**config.mk**
```make
export PLATFORM = sky130hd
export DESIGN_NAME = sfx_sequencer
export DESIGN_NICKNAME = d
export VERILOG_FILES = /design/src/rtl/sfx_sequencer.sv
export SDC_FILE = /design/constraint.sdc
export NUM_CORES = 1
export LEC_CHECK = 0
export CORE_ASPECT_RATIO = 1.75
export CORE_MARGIN = 10
export CORE_UTILIZATION = 50
export CTS_BUF_LIST = sky130_fd_sc_hd__clkbuf_4 sky130_fd_sc_hd__clkbuf_8
export CTS_CLUSTER_DIAMETER = 100
export CTS_CLUSTER_SIZE = 28
export DETAILED_ROUTE_END_ITERATION = 6
export PLACE_DENSITY = 0.84
export SYNTH_ARGS = -nofsm -noshare
export SYNTH_HDL_FRONTEND = slang
export SYNTH_SLANG_ARGS = --single-unit
```
**constraint.sdc**
```tcl
create_clock -name clk -period 2.47 [get_ports clk]
set_clock_uncertainty 0.15 [all_clocks]
set_input_delay 0.3705 -clock clk [delete_from_list [all_inputs] [get_ports clk]]
set_output_delay 0.3705 -clock clk [all_outputs]
set_load 0.01 [all_outputs]
```
**src/rtl/sfx_sequencer.sv**
```systemverilog
// Sound-effect sequencer: queues game events, expands each into a short
// note sequence for a downstream tone player, and hands GAME_OVER off to a
// dedicated melody player while halting all further effects.
module sfx_sequencer #(
  parameter int FIFO_DEPTH = 4
) (
  input  logic        clk,
  input  logic        reset,
  input  logic        evt_valid,
  input  logic [1:0]  evt_code,
  output logic        note_valid,
  input  logic        note_ready,
  output logic [15:0] note_freq,
  output logic [15:0] note_dur,
  output logic        go_pulse,
  output logic        evt_full,
  output logic [7:0]  drop_cnt,
  output logic        busy
);

  localparam int PW = $clog2(FIFO_DEPTH);
  localparam int CW = PW + 1;

  localparam logic [1:0] EVT_MOVE       = 2'd0;
  localparam logic [1:0] EVT_ROTATE     = 2'd1;
  localparam logic [1:0] EVT_LINE_CLEAR = 2'd2;
  localparam logic [1:0] EVT_GAME_OVER  = 2'd3;

  typedef enum logic [1:0] {S_IDLE, S_EMIT, S_HALT} state_t;

  state_t        r_state;
  state_t        w_state_next;
  logic [1:0]    r_code;
  logic [1:0]    w_code_next;
  logic [1:0]    r_step;
  logic [1:0]    w_step_next;
  logic          r_go;
  logic [7:0]    r_drop_cnt;

  logic [1:0]    r_mem [FIFO_DEPTH];
  logic [PW-1:0] r_wr_ptr;
  logic [PW-1:0] r_rd_ptr;
  logic [CW-1:0] r_count;

  logic          w_full;
  logic          w_go;
  logic          w_is_sfx;
  logic          w_push;
  logic          w_pop;
  logic          w_drop;
  logic [1:0]    w_head;
  logic [15:0]   w_tab_freq;
  logic [15:0]   w_tab_dur;
  logic [1:0]    w_last_step;

  // Fullness is judged on the queue state at the start of the cycle, so a
  // pop in the same cycle never makes room for an incoming event.
  assign w_full   = (r_count == CW'(FIFO_DEPTH));
  assign w_go     = evt_valid && (evt_code == EVT_GAME_OVER) && (r_state != S_HALT);
  assign w_is_sfx = evt_valid && (evt_code != EVT_GAME_OVER) && (r_state != S_HALT);
  assign w_push   = w_is_sfx && !w_full;
  assign w_drop   = w_is_sfx && w_full;
  assign w_pop    = (r_state == S_IDLE) && (r_count != '0) && !w_go;
  assign w_head   = r_mem[r_rd_ptr];

  // Queue storage; contents need no reset because count gates every read.
  always_ff @(posedge clk) begin
    if (w_push) begin
      r_mem[r_wr_ptr] <= evt_code;
    end
  end

  // Queue pointers and occupancy; GAME_OVER flushes everything at once.
  always_ff @(posedge clk) begin
    if (reset || w_go) begin
      r_wr_ptr <= '0;
      r_rd_ptr <= '0;
      r_count  <= '0;
    end else begin
      if (w_push) r_wr_ptr <= r_wr_ptr + 1'b1;
      if (w_pop)  r_rd_ptr <= r_rd_ptr + 1'b1;
      case ({w_push, w_pop})
        2'b10:   r_count <= r_count + 1'b1;
        2'b01:   r_count <= r_count - 1'b1;
        default: r_count <= r_count;
      endcase
    end
  end

  // Saturating count of events lost to a full queue.
  always_ff @(posedge clk) begin
    if (reset) begin
      r_drop_cnt <= '0;
    end else if (w_drop && (r_drop_cnt != 8'hFF)) begin
      r_drop_cnt <= r_drop_cnt + 1'b1;
    end
  end

  // Sequencer state, current event, note index and melody start strobe.
  always_ff @(posedge clk) begin
    if (reset) begin
      r_state <= S_IDLE;
      r_code  <= EVT_MOVE;
      r_step  <= '0;
      r_go    <= 1'b0;
    end else begin
      r_state <= w_state_next;
      r_code  <= w_code_next;
      r_step  <= w_step_next;
      r_go    <= w_go;
    end
  end

  // Next-state logic; GAME_OVER overrides any pop or note handshake.
  always_comb begin
    w_state_next = r_state;
    w_code_next  = r_code;
    w_step_next  = r_step;
    case (r_state)
      S_IDLE: begin
        if (w_pop) begin
          w_state_next = S_EMIT;
          w_code_next  = w_head;
          w_step_next  = '0;
        end
      end
      S_EMIT: begin
        if (note_ready) begin
          if (r_step == w_last_step) begin
            w_state_next = S_IDLE;
          end else begin
            w_step_next = r_step + 1'b1;
          end
        end
      end
      default: begin
        w_state_next = S_HALT;
      end
    endcase
    if (w_go) begin
      w_state_next = S_HALT;
      w_step_next  = '0;
    end
  end

  // Note table indexed by the latched event code and note index.
  always_comb begin
    w_tab_freq  = 16'd0;
    w_tab_dur   = 16'd0;
    w_last_step = 2'd0;
    case (r_code)
      EVT_MOVE: begin
        w_tab_freq = 16'd440;
        w_tab_dur  = 16'd30;
      end
      EVT_ROTATE: begin
        w_tab_freq = 16'd523;
        w_tab_dur  = 16'd40;
      end
      EVT_LINE_CLEAR: begin
        w_last_step = 2'd2;
        case (r_step)
          2'd0:    begin w_tab_freq = 16'd523; w_tab_dur = 16'd80;  end
          2'd1:    begin w_tab_freq = 16'd659; w_tab_dur = 16'd80;  end
          default: begin w_tab_freq = 16'd784; w_tab_dur = 16'd120; end
        endcase
      end
      default: begin
        w_tab_freq = 16'd0;
        w_tab_dur  = 16'd0;
      end
    endcase
  end

  assign note_valid = (r_state == S_EMIT);
  assign note_freq  = note_valid ? w_tab_freq : 16'd0;
  assign note_dur   = note_valid ? w_tab_dur  : 16'd0;
  assign go_pulse   = r_go;
  assign evt_full   = w_full;
  assign drop_cnt   = r_drop_cnt;
  assign busy       = (r_count != '0) || (r_state != S_IDLE);

endmodule

```
Yosys cells after proc, flatten, opt, wreduce, memory -nomap -nowiden. Memory sizes are Yosys's and may differ from the RTL's. A register that Yosys moved wholly into a read port is not among the register bits. Index checks and enable logic that the tools add are counted.

Bits in registers: 20. RAM bits: 8. Input port bits: 6. Output and inout bits: 44. Logic and storage cells: 79. Memories kept: 1.

Add/sub/neg operators: 6. Equality and inequality tests: 19. Muxes and demuxes: 19. Reduce and logical (&&, ||, !) cells: 26.

Memories: r_mem (words 4, width 2, read ports 1, clocked after memory_dff 1, wr ports 1, line 40) `logic [1:0] r_mem [FIFO_DEPTH];`.

Operators with widths (number): $mux 16 (2); $pmux 10 s3 (1); $pmux 7 s3 (1); $pmux 9 s2 (1); $mux 2 (8); $logic_and 1x1->1 (9); $add 8x1->8 const B (1); $eq 2x1->1 const B (4); $ne 2x2->1 const B (4); $ne 8x8->1 const B (1); $pmux 2 s2 (2); $add 2x1->2 const B (3); $eq 2x2->1 const B (3); $logic_not 2->1 (3); $mux 6 (1); $ne 3x1->1 const B (2); $pmux 3 s2 (1); $reduce_and 3->1 (2); $reduce_bool 2->1 (3); $ne 2x1->1 const B (2); $reduce_and 4->1 (1); $reduce_or 2->1 (2); $add 3x1->3 const B (1); $eq 3x3->1 const B (1); other kinds (8) (11).

Depth between registers and ports, before layout. Gate-level depths: netlist of the first run.

Depth in word-level cells: 8. Mapped depth: 12. Depth with buffers taken out: 11.

Worst setup path after synthesis of the first run. Ideal clock, no wire load.

Path type: flip-flop to flip-flop. From: register r_state[1]. To: register r_count[2]. Library setup time: 0.128 ns. Arrival: 2.006 ns. Data required time: 2.192 ns. Path slack: 0.187 ns. Cell stages (with the launch flop): 13. Path buffers: 1. Period minus slack after synthesis: 2.283 ns. Cells stage by stage: dfxtp_1 > buf_2 > or2b_1 > nand3_1 > nor2_1 > inv_1 > ha_1 > inv_1 > fa_1 > xor2_1 > nor2_1 > xnor2_1 > nor2_1.

Cells in the longest elaborated chain, start to end: 6. Elaborated cells on any way between the ends: 13. Those cells by class: 3 x eq/ne; 1 x mux; 9 x reduce/logical.

RTL lines: start: declaration (line 31) `state_t r_state;`; start signal: assignment (line 107) `r_state <= w_state_next;`; $ne 2x2->1 (line 59, 60); $logic_and 1x1->1 (line 59) `assign w_go = evt_valid && (evt_code == EVT_GAME_OVER) && (r_state != S_HALT);`; $logic_not 1->1 (line 63) `assign w_pop = (r_state == S_IDLE) && (r_count != '0) && !w_go;`; $logic_and 1x1->1 (line 63); $eq 2x1->1 / $eq 2x2->1 (equally long branches) (line 82) `case ({w_push, w_pop})`; $pmux 3 s2 / $reduce_bool 2->1 (equally long branches); end signal: assignment (line 83) `2'b10: r_count <= r_count + 1'b1;`; end signal: assignment (line 84) `2'b01: r_count <= r_count - 1'b1;`; end signal: assignment (line 85) `default: r_count <= r_count;`; end: declaration (line 43) `logic [CW-1:0] r_count;`.

Several ways; a longest one is shown, not always the timed one. A chain may end at the register's enable or synchronous reset.

Worst setup path after layout of the first run.
From: register r_count[0]. To: output port busy.

Cells in the longest elaborated chain, start to end: 2.

RTL lines: $reduce_bool 3->1 (line 181) `assign busy = (r_count != '0) || (r_state != S_IDLE);`; $logic_or 1x1->1 (line 181); end: declaration (line 18) `output logic busy`.

Every way passes these cells.

==> results.rst, run 1 <==
.. list-table::
   :header-rows: 1

   * - Metric
     - Value
   * - Syn_area_per_cell
     - 9.05 um2
   * - Final Critical Period
     - 2.42 ns
   * - Number of buffers on the longest clock path
     - 2
   * - Setup slack on the worst flop-to-flop path
     - 0.08 ns
   * - Peak clock frequency supported by timing
     - 0.413 GHz
   * - Antenna-violating nets left
     - 0
   * - Total number of vias
     - 1,561
   * - Grt total ovfl
     - 0
   * - Instance count of the mapped netlist
     - 204
   * - Synth warnings
     - 0
   * - Avg Vias per Cell
     - 5.29
   * - Setup slack after placement
     - -0.181 ns
   * - RR Startpoint
     - r_state[1]$_SDFFE_PP0P_
   * - Pins over their slew limit
     - 0
   * - R2r worst-path depth
     - 11
   * - Core ar.
     - 3590 um2
   * - Initial detailed-routing violation count
     - 42
   * - Synth-to-Final Area Change
     - 28.3%
   * - Number of buffers and inverters on the critical path
     - 2
   * - Max H-tree Level
     - 2
   * - Number of max-cap violations
     - 0
   * - Clk sinks
     - 30
   * - Kind of capture point of the worst setup path
     - output pin
   * - Maximum fanout count along the critical path
     - 4
   * - Critical path's slowest cell
     - sky130_fd_sc_hd__nor3_1
   * - Crit-path cells
     - nor3_1 > buf_4 > nand2_1 > clkdlybuf4s50_1
   * - Die Span Y
     - 100 um
   * - Number of core rows
     - 29
   * - Launching instance or port of the critical path
     - r_count[0]$_SDFFE_PP0P_
   * - Die Outline Area
     - 6620 um2
   * - Final total power
     - 2.14 mW
   * - Effective utilization at floorplan
     - 51.4%
   * - Final-layout fill cell count
     - 304
   * - Top_reg_cell synth
     - sky130_fd_sc_hd__dfxtp_1
   * - Result of the run
     - completed
   * - Post-cts hold buffer count
     - 0
   * - CTS root buffer
     - sky130_fd_sc_hd__clkbuf_8
   * - Post-detailed-route DRC marker count
     - 0
   * - Summed negative setup slack over all endpoints
     - 0 ns
   * - Levels on crit path
     - 4
   * - Power density over the cells
     - 902 nW/um2
   * - Max_slew headroom
     - 64.2%
   * - CP Capture Point
     - busy
   * - Post-synthesis instance area
     - 1850 um2
   * - Worst setup SP type
     - register
   * - Final Cycle Share
     - 97.9%
   * - Worst slew pin tran
     - 0.533 ns
   * - Hpwl dp
     - 3360 um
   * - Number of antenna cells inserted
     - 0
   * - Drt pass-1 iters
     - 4
   * - Worst Path Arrival
     - 1.90 ns
   * - Start-to-end type of the worst setup path
     - register to output pin
   * - Final setup vio count
     - 0
   * - Leakage dissipation
     - 0.942 nW
   * - Most frequent standard cell in the layout excluding fill and tap cells
     - sky130_fd_sc_hd__clkdlybuf4s50_1
   * - Global-route wire length before repair
     - 6730 um
   * - Buffers added on ports
     - 31
   * - Synth async-reset ratio
     - 0%
   * - Fin Hold WS
     - 0.338 ns
   * - Highest-count cells in the layout ignoring fill and taps
     - sky130_fd_sc_hd__clkdlybuf4s50_1 (28), sky130_fd_sc_hd__nor2_1 (24), sky130_fd_sc_hd__a21oi_1 (20)
   * - Post-synth EDFFs
     - 8
   * - Synth cell types
     - 37
   * - Via count of the first global-routing pass
     - 1,570
   * - Fraction of final layout cells with drive strength greater than 1
     - 14.9%
   * - Routability cong.
     - 0.783
   * - Critical path required time
     - 1.95 ns
   * - Final number of hold-violating endpoints
     - 0
   * - Worst Hold Class
     - register to register
   * - Final Worst Setup Slack
     - 0.0512 ns
   * - Number of antenna violations at the first check in global routing
     - 0
   * - Register bit count reported by yosys
     - 30
   * - Ports placed on the boundary
     - 50
   * - Count of nets after finishing
     - 270
   * - Crit path max-delay family
     - buffers and inverters
   * - Largest net degree at the start of global routing
     - 13
   * - Chip width
     - 65.9 um
   * - Aggregate global-route resource usage
     - 12.8%
   * - Wire length per cell
     - 15.2 um
   * - Reg2Reg Capture Point
     - r_count[2]$_SDFFE_PP0P_
   * - Share of synthesized area occupied by flip-flops and latches
     - 36.9%
   * - CTS tree
     - built
   * - Final routed wirelength across all metal layers
     - 4470 um
   * - Highest ir drop seen on vdd
     - 0.560 mV
   * - Clock input transition at the sequential cells of the worst setup and hold paths
     - 0.06 ns
   * - Worst-skew pair later-pin latency
     - 0.29 ns
   * - Number of buffers inserted during clock tree synthesis
     - 5
   * - Delay of the slowest cell on the worst path
     - 0.49 ns
   * - Post-layout util
     - 66.0%
-- sequential cells by signal, summed over array words and instances, names as in the netlist --
| signal | cells |
|---|---|
| drop_cnt | 8 |
| r_count | 3 |
| r_mem | 8 |
| r_wr_ptr | 2 |
| r_step | 2 |
| r_state | 2 |
| r_rd_ptr | 2 |
| r_code | 2 |
| go_pulse | 1 |
-- metal layers --
metal  up-vias  part of all wire [%]  track usage [%]
met5         -                     0                0
met3        19                   6.8             3.68
met4         0                   4.4             8.75
met2        53                    56             25.6
li1        750                     -                -
met1       739                    32             9.72
-- worst min path at each step --
stage / start / endpoint / slack, ns / cells past startpoint
global placement: drop_cnt[7]$_SDFFE_PP0P_ / drop_cnt[7]$_SDFFE_PP0P_ / 0.34 / 2
CTS: drop_cnt[7]$_SDFFE_PP0P_ / drop_cnt[7]$_SDFFE_PP0P_ / 0.35 / 2
floorplan: reset / drop_cnt[5]$_SDFFE_PP0P_ / 0.29 / 1
detailed placement: drop_cnt[7]$_SDFFE_PP0P_ / drop_cnt[7]$_SDFFE_PP0P_ / 0.34 / 2
global route: r_step[0]$_SDFFE_PP0P_ / r_step[0]$_SDFFE_PP0P_ / 0.38 / 2
finish: r_step[0]$_SDFFE_PP0P_ / r_step[0]$_SDFFE_PP0P_ / 0.34 / 2
-- worst min-delay path: cells and delay by family (launching register included) --
family	cells	cell delay (ns)
flops	1	0.34
simple gates	1	0.06
compound gates	1	0.05
-- power by group --
part / total (mW) / internal, mW / switching, mW
combinational: 0.987 / 0.498 / 0.489
sequential: 0.658 / 0.574 / 0.0842
clock: 0.492 / 0.296 / 0.196
-- repair_timing --
action	4_1_cts	5_1_grt
resized for setup	3	11
endpoints found under the setup margin	4	9
setup buffers	0	0
-- kinds of logic (layout without fill, tap and decap cells) --
group | Yosys count | after routing | share of synthesized area, %
other | 1 | 18 | 0.203
and+or+nand+nor | 73 | 73 | 21.6
adders and majority gates | 16 | 16 | 11.2
AOI/OAI and AO/OA | 32 | 32 | 10.2
DFF | 30 | 30 | 36.9
muxes | 5 | 5 | 4.06
buffers and inverters | 40 | 68 | 12.5
xor gates and xnor gates | 7 | 7 | 3.32
-- per-stage QoR --
stage / std cells / instance area (um2)
5_1_grt: 295 / 2370
3_5_place_dp: 287 / 2210
4_1_cts: 295 / 2320
2_1_floorplan: 221 / 1910
3_3_place_gp: 287 / 2210
6_report: 295 / 2370
-- synth_stat cells (all sizes together) (2+ instances only) --
library cell,number,area share (%)
nor2,25,5.1
buf,23,9.1
dfxtp,22,24
a21oi,20,5.4
ha,15,10
inv,14,2.8
nand2,9,1.8
and2,8,2.7
edfxtp,8,13
nand3,6,1.6
o31ai,5,2.0
nand2b,4,1.4
or4,4,1.6
xnor2,4,1.9
clkbuf,3,0.61
mux2i,3,1.6
nand3b,3,1.2
nand4,3,1.4
or3,3,1.0
xor2,3,1.4
a211oi,2,0.81
mux4,2,2.4
nor3,2,0.54
nor4,2,1.0
o21ai,2,0.54
-- area by class of cell --
type / count / area [um2] / area share, %
Multi-Input combinational cell: 151 / 1040 / 43.9
Sequential cell: 30 / 684 / 28.9
Timing Repair Buffer: 46 / 427 / 18.0
Clock buffer: 5 / 68.8 / 2.90
Tap cell: 46 / 57.6 / 2.43
Inverter: 14 / 52.6 / 2.22
Clock inverter: 3 / 40.0 / 1.69
No activity file was read; power rests on OpenSTA's default activity.
==> run 2, diff against run 1 <==
Settings changed: CORE_ASPECT_RATIO 1.75 to not set.
==> results.rst, run 2 (synthesized netlist as in run 1, its figures left out) <==
.. list-table::
   :header-rows: 1

   * - Metric
     - Value
   * - Result of the run
     - completed
   * - Drt pass-1 iters
     - 4
   * - Delay of the slowest cell on the worst path
     - 0.54 ns
   * - Number of antenna cells inserted
     - 0
   * - Worst-skew pair later-pin latency
     - 0.28 ns
   * - Maximum fanout count along the critical path
     - 5
   * - Die Outline Area
     - 6520 um2
   * - Setup slack after placement
     - -0.240 ns
   * - Fin Hold WS
     - 0.270 ns
   * - Number of max-cap violations
     - 0
   * - Setup slack on the worst flop-to-flop path
     - 0.17 ns
   * - Ports placed on the boundary
     - 50
   * - RR Startpoint
     - r_state[1]$_SDFFE_PP0P_
   * - Largest net degree at the start of global routing
     - 13
   * - Worst Hold Class
     - input pin to register
   * - Post-detailed-route DRC marker count
     - 0
   * - Clk sinks
     - 30
   * - DP Cell Count
     - 286
   * - Post-layout util
     - 64.5%
   * - Power density over the cells
     - 854 nW/um2
   * - Leakage dissipation
     - 0.914 nW
   * - Most frequent standard cell in the layout excluding fill and tap cells
     - sky130_fd_sc_hd__clkdlybuf4s50_1
   * - Startpoint of the tightest hold check path
     - evt_code[0]
   * - Antenna-violating nets left
     - 0
   * - Kind of capture point of the worst setup path
     - output pin
   * - Buffers added on ports
     - 31
   * - Cell seen most often among critical-path stages
     - sky130_fd_sc_hd__nor2_1
   * - Worst Path Arrival
     - 1.84 ns
   * - Wire length per cell
     - 13.4 um
   * - Launching instance or port of the critical path
     - r_step[0]$_SDFFE_PP0P_
   * - Number of cells upsized or downsized after cts
     - 4
   * - Avg Vias per Cell
     - 4.97
   * - Total number of vias
     - 1,460
   * - Final Worst Setup Slack
     - 0.105 ns
   * - Clock input transition at the sequential cells of the worst setup and hold paths
     - 0.06 ns
   * - Final routed wirelength across all metal layers
     - 3950 um
   * - Final Critical Period
     - 2.36 ns
   * - Global-route wire length before repair
     - 6130 um
   * - CTS root buffer
     - sky130_fd_sc_hd__clkbuf_8
   * - Final setup vio count
     - 0
   * - Critical path required time
     - 1.95 ns
   * - Initial detailed-routing violation count
     - 74
   * - Fraction of final layout cells with drive strength greater than 1
     - 15.0%
   * - Peak clock frequency supported by timing
     - 0.423 GHz
   * - Number of buffers on the longest clock path
     - 2
   * - Pins over their slew limit
     - 0
   * - Final number of hold-violating endpoints
     - 0
   * - Worst setup SP type
     - register
   * - CTS tree
     - built
   * - Number of core rows
     - 22
   * - Via count of the first global-routing pass
     - 1,323
   * - Number of antenna violations at the first check in global routing
     - 0
   * - Summed negative setup slack over all endpoints
     - 0 ns
   * - Final Instance Area
     - 2330 um2
   * - Chip width
     - 80.8 um
   * - Highest ir drop seen on vdd
     - 0.456 mV
   * - Number of buffers inserted during clock tree synthesis
     - 5
   * - Highest-count cells in the layout ignoring fill and taps
     - sky130_fd_sc_hd__clkdlybuf4s50_1 (27), sky130_fd_sc_hd__nor2_1 (25), sky130_fd_sc_hd__a21oi_1 (20)
   * - Crit-path cells
     - inv_1 > ha_1 > nor2_1 > a21oi_1 > nor2_1 > clkdlybuf4s50_1
   * - Setup fix buffers added after clock tree synthesis
     - 0
   * - Start-to-end type of the worst setup path
     - register to output pin
   * - Max H-tree Level
     - 2
   * - Hpwl dp
     - 3010 um
   * - Critical path's slowest cell
     - sky130_fd_sc_hd__clkdlybuf4s50_1
   * - Synth-to-Final Area Change
     - 25.9%
   * - Count of nets after finishing
     - 267
   * - Grt total ovfl
     - 0
   * - Effective utilization at floorplan
     - 51.2%
   * - Final Cycle Share
     - 95.7%
   * - Routability cong.
     - 0.739
   * - Post-layout instance count excluding filler cells
     - 294
   * - Final total power
     - 1.99 mW
   * - Core ar.
     - 3610 um2
   * - Aggregate global-route resource usage
     - 11.7%
   * - Post-detailed-placement cell area
     - 2190 um2
   * - Die Span Y
     - 80.8 um
   * - Post-cts hold buffer count
     - 0
run 2: cell count changes in the layout (fill, tap and decap cells not counted), sizes merged:
cell	before	now
buf	15	12
bufinv	1	0
clkbuf	5	6
clkdlybuf4s50	28	27
dlygate4sd2	1	2
run 2: cell type report:
| cell class | instances | area [um2] |
|---|---|---|
| fillers | 299 | 1280 |
| multi-input cells | 151 | 1040 |
| flip-flops and latches | 30 | 687 |
| repair buffers | 43 | 403 |
| clock buffers | 6 | 76.3 |
| well taps | 48 | 60.1 |
| inverters | 14 | 52.6 |
| clock inverters | 2 | 10.0 |
run 2: path summary, 6_finish.rpt:
path / to / cells past startpoint
max: note_freq[8] / 6
max reg2reg: r_count[2]$_SDFFE_PP0P_ / 11
min: r_mem[3][0]$_DFFE_PP_ / 1
min reg2reg: r_step[0]$_SDFFE_PP0P_ / 2
run 2: layer usage:
layer  vias to the layer above  share of wire (%)  global-route usage (%)
li1                        746                  -                       -
met5                         -                  0                       0
met1                       661                 40                    13.1
met3                         8                9.0                    5.19
met4                         0                1.5                    4.15
met2                        45                 49                    19.4
run 2: critical path, delay by kind of cell (launching register included):
kind	cells	cell delay, ns
buffers and inverters	2	0.62
flip-flops	1	0.36
AND/OR/NAND/NOR	2	0.26
adder cells (fa/ha/maj)	1	0.23
AO/OA/AOI/OAI	1	0.09
run 2: report_power, final:
group          switching, mW  leakage, nW  internal, mW
sequential            0.0976        0.254         0.577
combinational          0.454        0.611         0.471
clock                  0.180       0.0484         0.205
total                  0.731        0.914          1.25
